### src/rtl/mem_port_arbiter_pkg.sv
// Shared types and constants for the instruction/data memory port arbiter.
// Latency: n/a (declarations only).
// Backpressure: n/a (declarations only).
package mem_port_arbiter_pkg;

    // Data word width on both requester ports and the backing memory.
    localparam int WORD_LEN     = 32;

    // Requester ports carry byte addresses; the backing memory is word addressed,
    // so the two low address bits are dropped on the way out.
    localparam int BYTE_OFS_LEN = 2;
    localparam int ADDR_LEN_DEF = 32;

    function automatic int mem_addr_len(input int addr_len);
        return addr_len - BYTE_OFS_LEN;
    endfunction

    localparam int MEM_ADDR_LEN_DEF = mem_addr_len(ADDR_LEN_DEF);

    // Arbiter FSM states: one access phase and one acknowledge phase per port.
    typedef enum logic [2:0] {
        IDLE   = 3'd0,
        D_ACC  = 3'd1,
        I_ACC  = 3'd2,
        D_RESP = 3'd3,
        I_RESP = 3'd4
    } arb_state_e;

endpackage

### src/rtl/mem_port_arbiter_if.sv
// Bundle of fetch port, data port and backing-memory signals around the arbiter.
// Latency: n/a (wires only).
// Backpressure: requests are levels held until their ack; memory request held until mem_ready.
//
// Modports:
//   slave  - arbiter view: samples requests and memory completion, drives acks,
//            read data, freeze and the memory request.
//   master - environment view (pipeline + backing memory), the mirror image.
interface mem_port_arbiter_if
    import mem_port_arbiter_pkg::*;
#(
    parameter int ADDR_LEN     = ADDR_LEN_DEF,
    parameter int MEM_ADDR_LEN = mem_addr_len(ADDR_LEN)
);
    // instruction fetch port
    logic                    i_req;
    logic [ADDR_LEN-1:0]     i_addr;
    logic                    i_ack;
    // data port
    logic                    d_req;
    logic                    d_we;
    logic [ADDR_LEN-1:0]     d_addr;
    logic [WORD_LEN-1:0]     d_wdata;
    logic                    d_ack;
    // shared response / pipeline control
    logic [WORD_LEN-1:0]     rdata;
    logic                    freeze;
    // backing memory
    logic                    mem_req;
    logic                    mem_we;
    logic [MEM_ADDR_LEN-1:0] mem_addr;
    logic [WORD_LEN-1:0]     mem_wdata;
    logic [WORD_LEN-1:0]     mem_rdata;
    logic                    mem_ready;

    modport slave (
        input  i_req, i_addr, d_req, d_we, d_addr, d_wdata, mem_rdata, mem_ready,
        output i_ack, d_ack, rdata, freeze, mem_req, mem_we, mem_addr, mem_wdata
    );

    modport master (
        output i_req, i_addr, d_req, d_we, d_addr, d_wdata, mem_rdata, mem_ready,
        input  i_ack, d_ack, rdata, freeze, mem_req, mem_we, mem_addr, mem_wdata
    );

endinterface

### src/rtl/mem_port_arbiter_ibuf.sv
// One-entry instruction buffer: valid bit, word-address tag and data word with hit compare.
// Latency: hit is combinational from the stored entry; fill/invalidate take effect next cycle.
// Backpressure: none; fill and invalidate are single-cycle strobes from the arbiter FSM.
//
// Ports: clk, rst (async active-low); fill_vld/fill_tag/fill_dat load the entry;
// inv_vld/inv_tag clear it when the tag matches; lookup_tag -> hit, hit_dat.
module arb_ibuf
    import mem_port_arbiter_pkg::*;
#(
    parameter int TAG_LEN = MEM_ADDR_LEN_DEF
) (
    input  logic                clk,
    input  logic                rst,
    input  logic                fill_vld,
    input  logic [TAG_LEN-1:0]  fill_tag,
    input  logic [WORD_LEN-1:0] fill_dat,
    input  logic                inv_vld,
    input  logic [TAG_LEN-1:0]  inv_tag,
    input  logic [TAG_LEN-1:0]  lookup_tag,
    output logic                hit,
    output logic [WORD_LEN-1:0] hit_dat
);

    logic                valid_q, valid_d;
    logic [TAG_LEN-1:0]  tag_q,   tag_d;
    logic [WORD_LEN-1:0] dat_q,   dat_d;

    always_comb begin
        valid_d = valid_q;
        tag_d   = tag_q;
        dat_d   = dat_q;
        // A store to the cached word makes the copy stale.
        if (inv_vld && (inv_tag == tag_q)) begin
            valid_d = 1'b0;
        end
        // Fill and invalidate never coincide (one access at a time), so order is moot.
        if (fill_vld) begin
            valid_d = 1'b1;
            tag_d   = fill_tag;
            dat_d   = fill_dat;
        end
    end

    always_ff @(posedge clk or negedge rst) begin
        if (!rst) begin
            valid_q <= 1'b0;
            tag_q   <= '0;
            dat_q   <= '0;
        end else begin
            valid_q <= valid_d;
            tag_q   <= tag_d;
            dat_q   <= dat_d;
        end
    end

    assign hit     = valid_q && (tag_q == lookup_tag);
    assign hit_dat = dat_q;

endmodule

### src/rtl/mem_port_arbiter.sv
// Serialises IF-stage fetches and MEM-stage loads/stores onto one variable-latency memory.
// Latency: ack k+1 cycles after the request is sampled (mem_ready at cycle k >= 1); 1 cycle on an ibuf hit.
// Backpressure: requests are held levels; freeze stays high until the port's ack; mem_req held until mem_ready.
//
// Ports: clk, rst (async active-low) plus the slave modport of mem_port_arbiter_if
// carrying the fetch port (i_*), data port (d_*), rdata, freeze and the memory side (mem_*).
// Optional feature: define ARB_IBUF_EN to add a one-entry instruction buffer that
// answers repeat fetches of the same word without touching memory.
module mem_port_arbiter
    import mem_port_arbiter_pkg::*;
#(
    parameter int ADDR_LEN     = ADDR_LEN_DEF,
    parameter int MEM_ADDR_LEN = mem_addr_len(ADDR_LEN)
) (
    input  logic               clk,
    input  logic               rst,
    mem_port_arbiter_if.slave  bus
);

    arb_state_e              state_q, state_d;
    logic [MEM_ADDR_LEN-1:0] addr_q,  addr_d;   // word address of the access in flight
    logic                    we_q,    we_d;
    logic [WORD_LEN-1:0]     wdata_q, wdata_d;
    logic [WORD_LEN-1:0]     rdata_q, rdata_d;

    logic [MEM_ADDR_LEN-1:0] i_word;
    logic [MEM_ADDR_LEN-1:0] d_word;
    logic [3:0]              byte_ofs_unused;

    assign i_word          = bus.i_addr[ADDR_LEN-1:BYTE_OFS_LEN];
    assign d_word          = bus.d_addr[ADDR_LEN-1:BYTE_OFS_LEN];
    // Memory is word addressed; the byte offsets carry no information here.
    assign byte_ofs_unused = {bus.i_addr[BYTE_OFS_LEN-1:0], bus.d_addr[BYTE_OFS_LEN-1:0]};

`ifdef ARB_IBUF_EN
    logic                ibuf_hit;
    logic [WORD_LEN-1:0] ibuf_dat;
    logic                ibuf_fill_vld;
    logic                ibuf_inv_vld;

    assign ibuf_fill_vld = (state_q == I_ACC) && bus.mem_ready;
    assign ibuf_inv_vld  = (state_q == D_ACC) && bus.mem_ready && we_q;

    arb_ibuf #(
        .TAG_LEN    (MEM_ADDR_LEN)
    ) u_ibuf (
        .clk        (clk),
        .rst        (rst),
        .fill_vld   (ibuf_fill_vld),
        .fill_tag   (addr_q),
        .fill_dat   (bus.mem_rdata),
        .inv_vld    (ibuf_inv_vld),
        .inv_tag    (addr_q),
        .lookup_tag (i_word),
        .hit        (ibuf_hit),
        .hit_dat    (ibuf_dat)
    );
`endif

    // Next-state and datapath register updates.
    always_comb begin
        state_d = state_q;
        addr_d  = addr_q;
        we_d    = we_q;
        wdata_d = wdata_q;
        rdata_d = rdata_q;

        case (state_q)
            IDLE: begin
                // Data port wins: its instruction is older (already in MEM).
                if (bus.d_req) begin
                    state_d = D_ACC;
                    addr_d  = d_word;
                    we_d    = bus.d_we;
                    wdata_d = bus.d_wdata;
                end else if (bus.i_req) begin
                    addr_d = i_word;
                    we_d   = 1'b0;
`ifdef ARB_IBUF_EN
                    if (ibuf_hit) begin
                        state_d = I_RESP;
                        rdata_d = ibuf_dat;
                    end else begin
                        state_d = I_ACC;
                    end
`else
                    state_d = I_ACC;
`endif
                end
            end

            D_ACC: begin
                if (bus.mem_ready) begin
                    // Stores leave the last read value on rdata.
                    if (!we_q) begin
                        rdata_d = bus.mem_rdata;
                    end
                    state_d = D_RESP;
                end
            end

            I_ACC: begin
                if (bus.mem_ready) begin
                    rdata_d = bus.mem_rdata;
                    state_d = I_RESP;
                end
            end

            // Ack lasts exactly one cycle; IDLE then re-samples both ports.
            D_RESP:  state_d = IDLE;
            I_RESP:  state_d = IDLE;
            default: state_d = IDLE;
        endcase
    end

    // Reset also abandons any access in flight: mem_req drops immediately.
    always_ff @(posedge clk or negedge rst) begin
        if (!rst) begin
            state_q <= IDLE;
            addr_q  <= '0;
            we_q    <= 1'b0;
            wdata_q <= '0;
            rdata_q <= '0;
        end else begin
            state_q <= state_d;
            addr_q  <= addr_d;
            we_q    <= we_d;
            wdata_q <= wdata_d;
            rdata_q <= rdata_d;
        end
    end

    // Memory side is driven straight from the latched access, so requester
    // changes during an access cannot leak onto the memory bus.
    assign bus.mem_req   = (state_q == D_ACC) || (state_q == I_ACC);
    assign bus.mem_we    = (state_q == D_ACC) && we_q;
    assign bus.mem_addr  = addr_q;
    assign bus.mem_wdata = wdata_q;

    assign bus.i_ack     = (state_q == I_RESP);
    assign bus.d_ack     = (state_q == D_RESP);
    assign bus.rdata     = rdata_q;

    // Low in the ack cycle so the pipeline advances on that edge.
    assign bus.freeze    = (bus.i_req & ~bus.i_ack) | (bus.d_req & ~bus.d_ack);

endmodule

### src/flat_wrapper.sv
// flat-port wrapper written by rule: the top's interface ports become plain ports
module mem_port_arbiter_flat import mem_port_arbiter_pkg::*;
#(
    parameter int ADDR_LEN     = ADDR_LEN_DEF,
    parameter int MEM_ADDR_LEN = mem_addr_len(ADDR_LEN)
)
  (clk, rst, bus_i_req, bus_i_addr, bus_d_req, bus_d_we, bus_d_addr, bus_d_wdata, bus_mem_rdata, bus_mem_ready, bus_i_ack, bus_d_ack, bus_rdata, bus_freeze, bus_mem_req, bus_mem_we, bus_mem_addr, bus_mem_wdata);
  mem_port_arbiter_if #(.ADDR_LEN(ADDR_LEN), .MEM_ADDR_LEN(MEM_ADDR_LEN)) bus_i ();
  input  logic clk;
  input  logic rst;
  input wire logic [$bits(bus_i.i_req)-1:0] bus_i_req;
  input wire logic [$bits(bus_i.i_addr)-1:0] bus_i_addr;
  input wire logic [$bits(bus_i.d_req)-1:0] bus_d_req;
  input wire logic [$bits(bus_i.d_we)-1:0] bus_d_we;
  input wire logic [$bits(bus_i.d_addr)-1:0] bus_d_addr;
  input wire logic [$bits(bus_i.d_wdata)-1:0] bus_d_wdata;
  input wire logic [$bits(bus_i.mem_rdata)-1:0] bus_mem_rdata;
  input wire logic [$bits(bus_i.mem_ready)-1:0] bus_mem_ready;
  output wire logic [$bits(bus_i.i_ack)-1:0] bus_i_ack;
  output wire logic [$bits(bus_i.d_ack)-1:0] bus_d_ack;
  output wire logic [$bits(bus_i.rdata)-1:0] bus_rdata;
  output wire logic [$bits(bus_i.freeze)-1:0] bus_freeze;
  output wire logic [$bits(bus_i.mem_req)-1:0] bus_mem_req;
  output wire logic [$bits(bus_i.mem_we)-1:0] bus_mem_we;
  output wire logic [$bits(bus_i.mem_addr)-1:0] bus_mem_addr;
  output wire logic [$bits(bus_i.mem_wdata)-1:0] bus_mem_wdata;
  assign bus_i.i_req = bus_i_req;
  assign bus_i.i_addr = bus_i_addr;
  assign bus_i.d_req = bus_d_req;
  assign bus_i.d_we = bus_d_we;
  assign bus_i.d_addr = bus_d_addr;
  assign bus_i.d_wdata = bus_d_wdata;
  assign bus_i.mem_rdata = bus_mem_rdata;
  assign bus_i.mem_ready = bus_mem_ready;
  assign bus_i_ack = bus_i.i_ack;
  assign bus_d_ack = bus_i.d_ack;
  assign bus_rdata = bus_i.rdata;
  assign bus_freeze = bus_i.freeze;
  assign bus_mem_req = bus_i.mem_req;
  assign bus_mem_we = bus_i.mem_we;
  assign bus_mem_addr = bus_i.mem_addr;
  assign bus_mem_wdata = bus_i.mem_wdata;
  mem_port_arbiter #(.ADDR_LEN(ADDR_LEN), .MEM_ADDR_LEN(MEM_ADDR_LEN)) u_core (.clk(clk), .rst(rst), .bus(bus_i));
endmodule
### config.mk
export PLATFORM = sky130hd
export DESIGN_NAME = mem_port_arbiter_flat
export DESIGN_NICKNAME = d
export VERILOG_FILES = /design/src/rtl/mem_port_arbiter_pkg.sv /design/src/rtl/mem_port_arbiter_if.sv /design/src/rtl/mem_port_arbiter_ibuf.sv /design/src/rtl/mem_port_arbiter.sv /design/src/flat_wrapper.sv
export SDC_FILE = /design/constraint.sdc
export NUM_CORES = 1
export LEC_CHECK = 0
export CORE_MARGIN = 4
export CORE_UTILIZATION = 41
export DETAILED_ROUTE_END_ITERATION = 6
export PLACE_DENSITY = 0.83
export SETUP_SLACK_MARGIN = 0.02
export SYNTH_ARGS = -nofsm -noshare
export SYNTH_HDL_FRONTEND = slang
export SYNTH_SLANG_ARGS = --single-unit
### constraint.sdc
create_clock -name clk -period 2 [get_ports clk]
set_clock_uncertainty 0.15 [all_clocks]
set_input_delay 0.6 -clock clk [delete_from_list [all_inputs] [get_ports clk]]
set_output_delay 0.6 -clock clk [all_outputs]
set_load 0.05 [all_outputs]
-- Word-level counts from Yosys, hierarchy flattened
Cells that the tools add are included.
W data, S select, Z words.
- equality and inequality tests: 8
- reduce and logical (&&, ||, !) cells: 9
- bitwise operators: 5
- muxes and demuxes: 13
- operator list (kind ; count):
    $mux W32 ; 3
    $pmux W32 S2 ; 1
    $mux W30 ; 2
    $mux W3 ; 4
    $pmux W3 S3 ; 1
    $eq A3 B2 Y1 const B ; 2
    $ne A2 B2 Y1 const B ; 3
    $reduce_and A2 Y1 ; 2
    $reduce_and A4 Y1 ; 1
    $reduce_bool A2 Y1 ; 2
    $eq A3 B1 Y1 const B ; 1
    $eq A3 B3 Y1 const B ; 1
    $logic_not A3 Y1 ; 1
    $ne A3 B3 Y1 const B ; 1
    $reduce_and A3 Y1 ; 1
    $and A1 B1 Y1 ; 2
    $mux W1 ; 2
    $not A1 Y1 ; 2
    $logic_and A1 B1 Y1 ; 1
    $logic_or A1 B1 Y1 ; 1
    $or A1 B1 Y1 ; 1
- flip-flop bits (word level): 98
- logic and storage cells: 40
- bits of input ports: 134
- output and inout port bits: 99

-- Longest topological paths before layout
Gate-level depths: netlist of the first run.
- depth in word-level cells: 4
- gate-level depth with buffers: 6
- mapped depth without buffers: 3

-- Least setup slack after synthesis of the first run
Ideal clock, no wire load.
- path type: flip-flop to output port
- from: register u_core.state_q[1]
- to: output bus_freeze
- cell stages (with the launch flop): 5
- data arrival time: 2614 ps
- slack: -1364 ps
- required time: 1250 ps
- buffers on the path: 2
- cells stage by stage: dfrtp_1 > buf_2 > buf_1 > nor3b_1 > o22ai_1
- longest elaborated chain between the ends: 4
- elaborated cells on any way between the ends: 7
- classes of those cells: 2 x eq/ne; 5 x bitwise
- RTL lines (element ; RTL line ; RTL):
    from (decl) ; mem_port_arbiter.sv:20 ; arb_state_e state_q, state_d;
    from (signal assigned) ; mem_port_arbiter.sv:125 ; state_q <= state_d;
    $eq A3 B3 Y1 ; mem_port_arbiter.sv:140 ; assign bus.i_ack = (state_q == I_RESP);
    named net bus_i_ack ; flat_wrapper.sv:19 ; output wire logic [$bits(bus_i.i_ack)-1:0] bus_i_ack;
    $not A1 Y1 ; mem_port_arbiter.sv:145 ; assign bus.freeze = (bus.i_req & ~bus.i_ack) | (bus.d_req & ~bus.d_ack);
    $and A1 B1 Y1 ; mem_port_arbiter.sv:145 ;
    $or A1 B1 Y1 ; mem_port_arbiter.sv:145 ;
    to (decl) ; flat_wrapper.sv:22 ; output wire logic [$bits(bus_i.freeze)-1:0] bus_freeze;
The timed path passes the listed nets, and every way through them passes these cells.

-- Final worst setup path of the first run
- from: register u_core.state_q[1]
- to: output bus_mem_we
- longest elaborated chain between the ends: 2
- RTL lines (element ; RTL line ; RTL):
    $eq A3 B1 Y1 ; mem_port_arbiter.sv:136 ; assign bus.mem_we = (state_q == D_ACC) && we_q;
    $logic_and A1 B1 Y1 ; mem_port_arbiter.sv:136 ;
    to (decl) ; flat_wrapper.sv:24 ; output wire logic [$bits(bus_i.mem_we)-1:0] bus_mem_we;
Every way passes these cells.

==> results of run 1 <==
==> registers in the layout (all words and copies together), names as in the netlist <==
name,count
u_core.state_q,3
u_core.we_q,1
u_core.bus.rdata,32
u_core.bus.mem_wdata,32
u_core.bus.mem_addr,30
==> cell type report <==
type	instances	area (um^2)	area share, %
repair buffers	265	3000	36.5
flip-flops and latches	98	2460	29.9
multi-input cells	241	2180	26.5
clock buffers	10	239	2.91
well taps	143	179	2.18
inverters	36	136	1.66
clock inverters	3	18.8	0.229
==> power by group through the flow <==
stage | clock (uW) | sequential (uW) | combinational (uW)
final | 1560 | 3960 | 10500
after global routing | 1690 | 4110 | 11000
after CTS | 1600 | 3950 | 10200
after detailed placement | 0 | 3980 | 10100
after global placement | 0 | 3930 | 9910
after floorplan | 0 | 7060 | 2770
==> layer usage <==
| layer | routed length (um) | share of wire (%) | vias up | GRT usage [%] |
|---|---|---|---|---|
| met5 | 0 | 0 | - | 0 |
| met4 | 546 | 3.5 | 0 | 10.3 |
| met3 | 1080 | 7.0 | 37 | 4.66 |
| met2 | 7900 | 51 | 170 | 38.8 |
| met1 | 5910 | 38 | 2084 | 25.5 |
| li1 | - | - | 1963 | - |
==> per-stage QoR <==
stage	utilization, %	total power (uW)
after floorplan	-	9830
after global placement	67.5	13800
after detailed placement	67.5	14100
after CTS	70.4	15800
after global routing	71.5	16800
final	71.5	16100
==> final timing paths <==
check,from,to
max in group asynchronous,rst,u_core.state_q[0]
setup / recovery,u_core.state_q[1],bus_mem_we
setup reg to reg,u_core.state_q[2],u_core.bus.mem_addr[23]
min in group asynchronous,rst,u_core.bus.mem_wdata[20]
hold / removal,u_core.bus.mem_addr[12],u_core.bus.mem_addr[12]
hold reg to reg,u_core.bus.mem_addr[12],u_core.bus.mem_addr[12]
==> logic make-up (layout without fill, tap and decap cells) <==
kind of cell,after synthesis,in the layout,share of synthesized area (%)
compound gates,69,69,12.3
flops,98,98,50.7
xor+xnor,1,1,0.181
mux,93,93,21.6
simple gates,78,78,8.43
buf+inv,73,314,6.75
==> placed cells by master, fill, tap and decap left out, drive strengths merged <==
| master | instances |
|---|---|
| buf | 134 |
| clkdlybuf4s50 | 126 |
| dfrtp | 98 |
| mux2 | 93 |
| inv | 35 |
| nor2 | 35 |
| a31oi | 32 |
| or3 | 32 |
| o221a | 32 |
| clkbuf | 12 |
| clkinv | 4 |
| nor3 | 3 |
| and2 | 2 |
| dlygate4sd2 | 2 |
| and3b | 2 |
| xnor2 | 1 |
| or3b | 1 |
| nor3b | 1 |
| o22ai | 1 |
| a21boi | 1 |
| a221oi | 1 |
| nor2b | 1 |
| o21ai | 1 |
| nand2b | 1 |
| o2bb2ai | 1 |
| dlygate4sd3 | 1 |
==> timing repair <==
| item | 4_1_cts | 5_1_grt |
|---|---|---|
| gates resized for setup | 8 | 14 |
| buffers inserted | 7 | 1 |
| hold buffers | 1 | 0 |
| setup endpoints to repair | 67 | 65 |
| pin swaps | 2 | 1 |
| endpoints found under the hold margin | 20 | 0 |
| cloned | 0 | 3 |
==> summary.txt, run 1 <==
Status
  • Outcome: finished with violations
  • Failing checks: negative setup slack

Setup path
  • Critical path depth: 3
  • Critical path peak fanout: 6
  • CP Launch Type: flop
  • Setup crit end kind: output pin
  • WS Path Type: reg -> out
  • Slack of the worst reg-to-reg path: -0.04 ns
  • Worst stage delay on the critical path: 0.45 ns
  • Worst-path cell chain: or3b_4, nor2_4, buf_12
  • CP arrival: between 1 and 1.5 ns
  • Crit path max-delay cell type: dfrtp_2
  • Crit-path leading delay family: simple AND/OR/NAND/NOR gates
  • CP required: 1.25 ns
  • FF-to-FF path depth: 6
  • Crit path buffers/inverters: 1

Detailed routing
  • DR vias: 4254
  • Antenna viol nets, final: 0
  • First-pass iteration count of the detailed router: 5
  • Final wirelength: ~15000 um
  • Initial DRC count: 160
  • Drt wl/cell: about 19 um
  • DRC viols: 0
  • Vias per cell: 5.34

Timing
  • RSZ-0062 raised after global routing: true
  • Max frequency: about 450 MHz
  • Tcrit/Tclk final: 110%
  • Final setup margin: -0.201 ns
  • Setup violators final: 17
  • Slew Limit Fails: 0
  • Final Critical Period: roughly 2.2 ns
  • Worst Tran Pin Value: 0.311 ns
  • Worst Hold Slack: 0.340 ns
  • Slew headroom: 79.2%
  • Setup TNS: -0.835 ns
  • Final hold vios: 0

Synth
  • Post-synth EDFFs: 0
  • Yosys warnings: 0
  • Syn_nets: ~550
  • Most common cell in the netlist: dfrtp_1
  • Top_reg_cell synth: dfrtp_1
  • Top cell type's share of synthesized area: 50.7%
  • Most frequent cells after synthesis: dfrtp_1 (98), mux2_1 (62), inv_1 (35), nor2_1 (35)
  • Cells after Synth: 412
  • Register area share after synthesis: about half
  • Post-synth ARST share: 100%
  • Leading area contributor after synthesis: dfrtp_1
  • Synth top area cells: dfrtp_1 (51%), mux2_1 (14%), o221a_2 (7.4%)
  • Post-Synthesis Cell Area: just under 5000 um^2
  • Avg Inst Size Synth: 11.7 um^2
  • #FFs+latches synth: 98
  • Library cells used by synthesis: 27

Global routing
  • Initial antenna violation count: 0
  • Largest net degree at the start of global routing: 41
  • Gr ovfl total: 0
  • Total GRT Usage: 22.0%
  • First-pass GRT wire length: 22900 um
  • Vias in the first global route: 4411

Place
  • Placed instance area: between 7000 and 8000 um^2
  • DP HPWL: 11400 um
  • Worst slack at placement: -0.409 ns
  • Dpl cells: ~770
  • Gpl congestion: 0.836
  • Port bufs: 228

Power and ir drop
  • P_int: between 8000 and 9000 uW
  • Comb power frac: 65.6%
  • P_sw: 7520 uW
  • Peak VDD IR: ~1.5 mV
  • LEAKAGE: 0.00360 uW
  • Flop pwr share: 24.6%
  • Clock power share: 9.7%
  • PwrDens: 1960 nW/um^2
  • Sw Ratio: a little under half

Hold path
  • Hold Path Class: reg -> reg
  • Hold depth: 1

Finish
  • Final Cell Area: 8200 um^2
  • Nets: 785
  • Fillers: 816
  • Final non-filler cell total: 796
  • Layout cells sized above 1: roughly 36%
  • Diodes inserted: 0
  • P&R area growth vs syn: 69.5%

Clock network
  • Clk buf depth: 2
  • Clock Sinks: 98
  • H-tree levels: 3
  • Clk slew on worst S/H paths: 0.07 ns
  • Skew-Pair Late Insertion Delay: 0.34 ns
  • TritonCTS clock tree: built
  • Root Buffer: clkbuf_16
  • Cts bufs inserted: 9

Floorplan
  • Die Y: approximately 120 um
  • Row count: 39
  • Die ar.: 13600 um^2
  • Ports: 233
  • Die W: 117 um
  • Starting Density: 42.2%
  • Core area: 11500 um^2

Job
  • Max Cap Violations: 0
Power figures use the tool's default switching activity.
==> inputs of run 2 (changes only) <==
ABC_AREA = 1   (was unset)
CORE_UTILIZATION = 39   (was 41)
PLACE_DENSITY = 0.82   (was 0.83)
==> run 2 against run 1 <==
Net effect: the run still ends with negative setup slack left; combinational power is 16% lower; critical path depth stayed put; cell count is 7.3% higher; clock power is 24% higher; global-route usage is 0.24 points lower; largest cell class unchanged.
==> summary.txt, run 2 <==
Status
  • Outcome: finished with violations
  • Failing checks: negative setup slack

Place
  • Dpl cells: 832
  • Worst slack at placement: -0.261 ns
  • Gpl congestion: 0.859
  • Port bufs: 228
  • DP HPWL: 10300 um

Timing
  • Worst Hold Slack: 0.0440 ns
  • RSZ-0062 raised after global routing: true
  • Final hold vios: 0
  • Worst Tran Pin Value: 0.510 ns
  • Setup TNS: -0.640 ns
  • Slew Limit Fails: 0
  • Final setup margin: -0.167 ns
  • Slew headroom: 66.0%
  • Setup violators final: 5
  • Max frequency: 461 MHz
  • Tcrit/Tclk final: 108%
  • Final Critical Period: 2.17 ns

Floorplan
  • Starting Density: 40.0%
  • Die W: 114 um
  • Ports: approximately 230
  • Die ar.: between 10000 and 15000 um^2
  • Core area: 10900 um^2
  • Die Y: 114 um
  • Row count: 38

Synth
  • Syn_nets: approximately 600
  • Top_reg_cell synth: dfrtp_1
  • Top cell type's share of synthesized area: a little under three fifths
  • Mux cell area share after synthesis: 0%
  • Post-synthesis compound-gate area fraction: approximately 5.4%
  • Post-synth ARST share: between 90% and 100%
  • Post-synthesis xor/xnor area fraction: 0%
  • Adder-cell share of the synthesized area: 0%
  • Yosys warnings: 0
  • Library cells used by synthesis: 23
  • Most frequent cells after synthesis: nand2_1 (195), dfrtp_1 (98), nand3_1 (36)
  • Post-synth EDFFs: 0
  • Simple-gate share of the synthesized area: between 30% and 40%
  • Avg Inst Size Synth: 9.06 um^2
  • Cells after Synth: 481
  • Register area share after synthesis: roughly 56%
  • Largest family of logic cells by synthesized area: simple AND/OR/NAND/NOR gates
  • Synth top area cells: dfrtp_1 (56%), nand2_1 (17%), o211ai_1 (5.2%)
  • #FFs+latches synth: 98
  • Post-Synthesis Cell Area: ~4400 um^2
  • Most common cell in the netlist: nand2_1
  • Leading area contributor after synthesis: dfrtp_1

Detailed routing
  • Drt wl/cell: 16.7 um
  • Final wirelength: around 14000 um
  • DRC viols: 0
  • Initial DRC count: approximately 270
  • Vias per cell: 5.07
  • DR vias: around 4300
  • Antenna viol nets, final: 0
  • First-pass iteration count of the detailed router: 4

Clock network
  • Clk slew on worst S/H paths: 0.10 ns
  • Cts bufs inserted: 9
  • Root Buffer: clkbuf_8
  • Clk buf depth: 2
  • Clock Sinks: 98
  • H-tree levels: 3
  • Skew-Pair Late Insertion Delay: 0.37 ns
  • TritonCTS clock tree: built

Setup path
  • Crit path max-delay cell type: dfrtp_2
  • CP Launch Type: flop
  • Worst stage delay on the critical path: 0.46 ns
  • CP arrival: 1.42 ns
  • Crit path buffers/inverters: 1
  • Setup crit end kind: output pin
  • WS Path Type: reg -> out
  • Critical path peak fanout: 3
  • CP required: between 1 and 1.5 ns
  • Worst-path cell chain: nor3_4, o22ai_2, buf_12
  • Crit-path leading delay family: flip-flops

Power and ir drop
  • Peak VDD IR: 1.05 mV
  • Comb power frac: 61.0%
  • Clock power share: 13.4%
  • PwrDens: roughly 1900 nW/um^2
  • P_sw: about 7000 uW
  • Sw Ratio: 49.1%
  • LEAKAGE: 0.00362 uW
  • Flop pwr share: 25.5%
  • P_int: 7310 uW

Finish
  • Leading cell type in the layout, fill and taps excluded: nand2_1
  • Nets: 843
  • Final non-filler cell total: approximately 850
  • P&R area growth vs syn: 69.5%
  • Layout cells sized above 1: 26.6%
  • Leading cell types in the layout, fill and taps excluded: nand2_1 (194), clkdlybuf4s50_1 (126), dfrtp_1 (95)
  • Diodes inserted: 0

Hold path
  • Hold Path Class: in -> async

Job
  • Max Cap Violations: 0

Global routing
  • Total GRT Usage: 21.8%
  • Gr ovfl total: 0
  • Vias in the first global route: 4377
  • First-pass GRT wire length: roughly 22000 um
  • Largest net degree at the start of global routing: 52
  • Initial antenna violation count: 0
[run 2: power by group through the flow]
stage	clock network, uW	logic [uW]	registers, uW
6_report	1930	8770	3670
5_1_grt	2080	9260	3770
4_1_cts	1980	8730	3670
3_5_place_dp	0	8670	3690
3_3_place_gp	0	8510	3640
2_1_floorplan	0	2190	6650
[run 2: metal layers]
layer / vias up / wire [um] / global-route usage, %
met1: 2054 / 5290 / 24.2
met4: 0 / 653 / 12.3
met5: - / 0 / 0
met2: 192 / 7130 / 36.9
li1: 2038 / - / -
met3: 43 / 1150 / 6.74
[run 2: layout make-up]
class                      instances  area (um^2)
multi-input combinational        339         1690
sequential                        98         2460
fill                             835         3500
clock inverter                     7          189
inverter                          10         40.0
clock buffer                       9          124
timing repair buffer             251         2710
tap                              140          175
[run 2: worst reg2reg max path, cell delays in order (launching register included)]
cell	delay [ns]
dfrtp_2	0.44
buf_4	0.15
nand3_4	0.10
nand2_4	0.14
buf_4	0.12
buf_4	0.14
nand3_2	0.31
nand2_1	0.16
nand2_1	0.06
[run 2: per-stage QoR]
step | total power, uW | utilization [%] | cell area (um^2)
after floorplan | 8850 | - | 4390
after global placement | 12100 | 64.2 | 6990
after detailed placement | 12400 | 64.2 | 6990
after CTS | 14400 | 67.4 | 7330
after global routing | 15100 | 67.8 | 7380
final | 14400 | 67.8 | 7380
[run 2: cell families (layout without fill, tap and decap cells)]
| group | count (synthesis) | after routing |
|---|---|---|
| AOI/OAI and AO/OA | 32 | 32 |
| and+or+nand+nor | 306 | 307 |
| buffers and inverters | 45 | 277 |
| DFF | 98 | 98 |
[run 2: final timing paths]
kind                                          start                        to  slack, ns  cells past startpoint
hold / removal                                  rst      u_core.bus.rdata[24]       0.04                      2
min in group clk           u_core.bus.mem_wdata[18]  u_core.bus.mem_wdata[18]       0.33                      2
hold reg to reg            u_core.bus.mem_wdata[18]  u_core.bus.mem_wdata[18]       0.33                      2
setup reg to reg                  u_core.state_q[0]      u_core.bus.rdata[19]       0.10                      8
max in group asynchronous                       rst         u_core.state_q[0]       1.37                      2
setup / recovery                  u_core.state_q[2]                bus_freeze      -0.17                      3
[run 2: what timing repair did]
| item | 4_1_cts | 5_1_grt |
|---|---|---|
| endpoints found under the setup margin | 5 | 10 |
| gates resized for setup | 8 | 5 |
| buffers inserted | 2 | 3 |
| cloned | 0 | 1 |
| endpoints found under the hold margin | 0 | 0 |
| hold buffers | 0 | 0 |
| pin swaps | 3 | 3 |
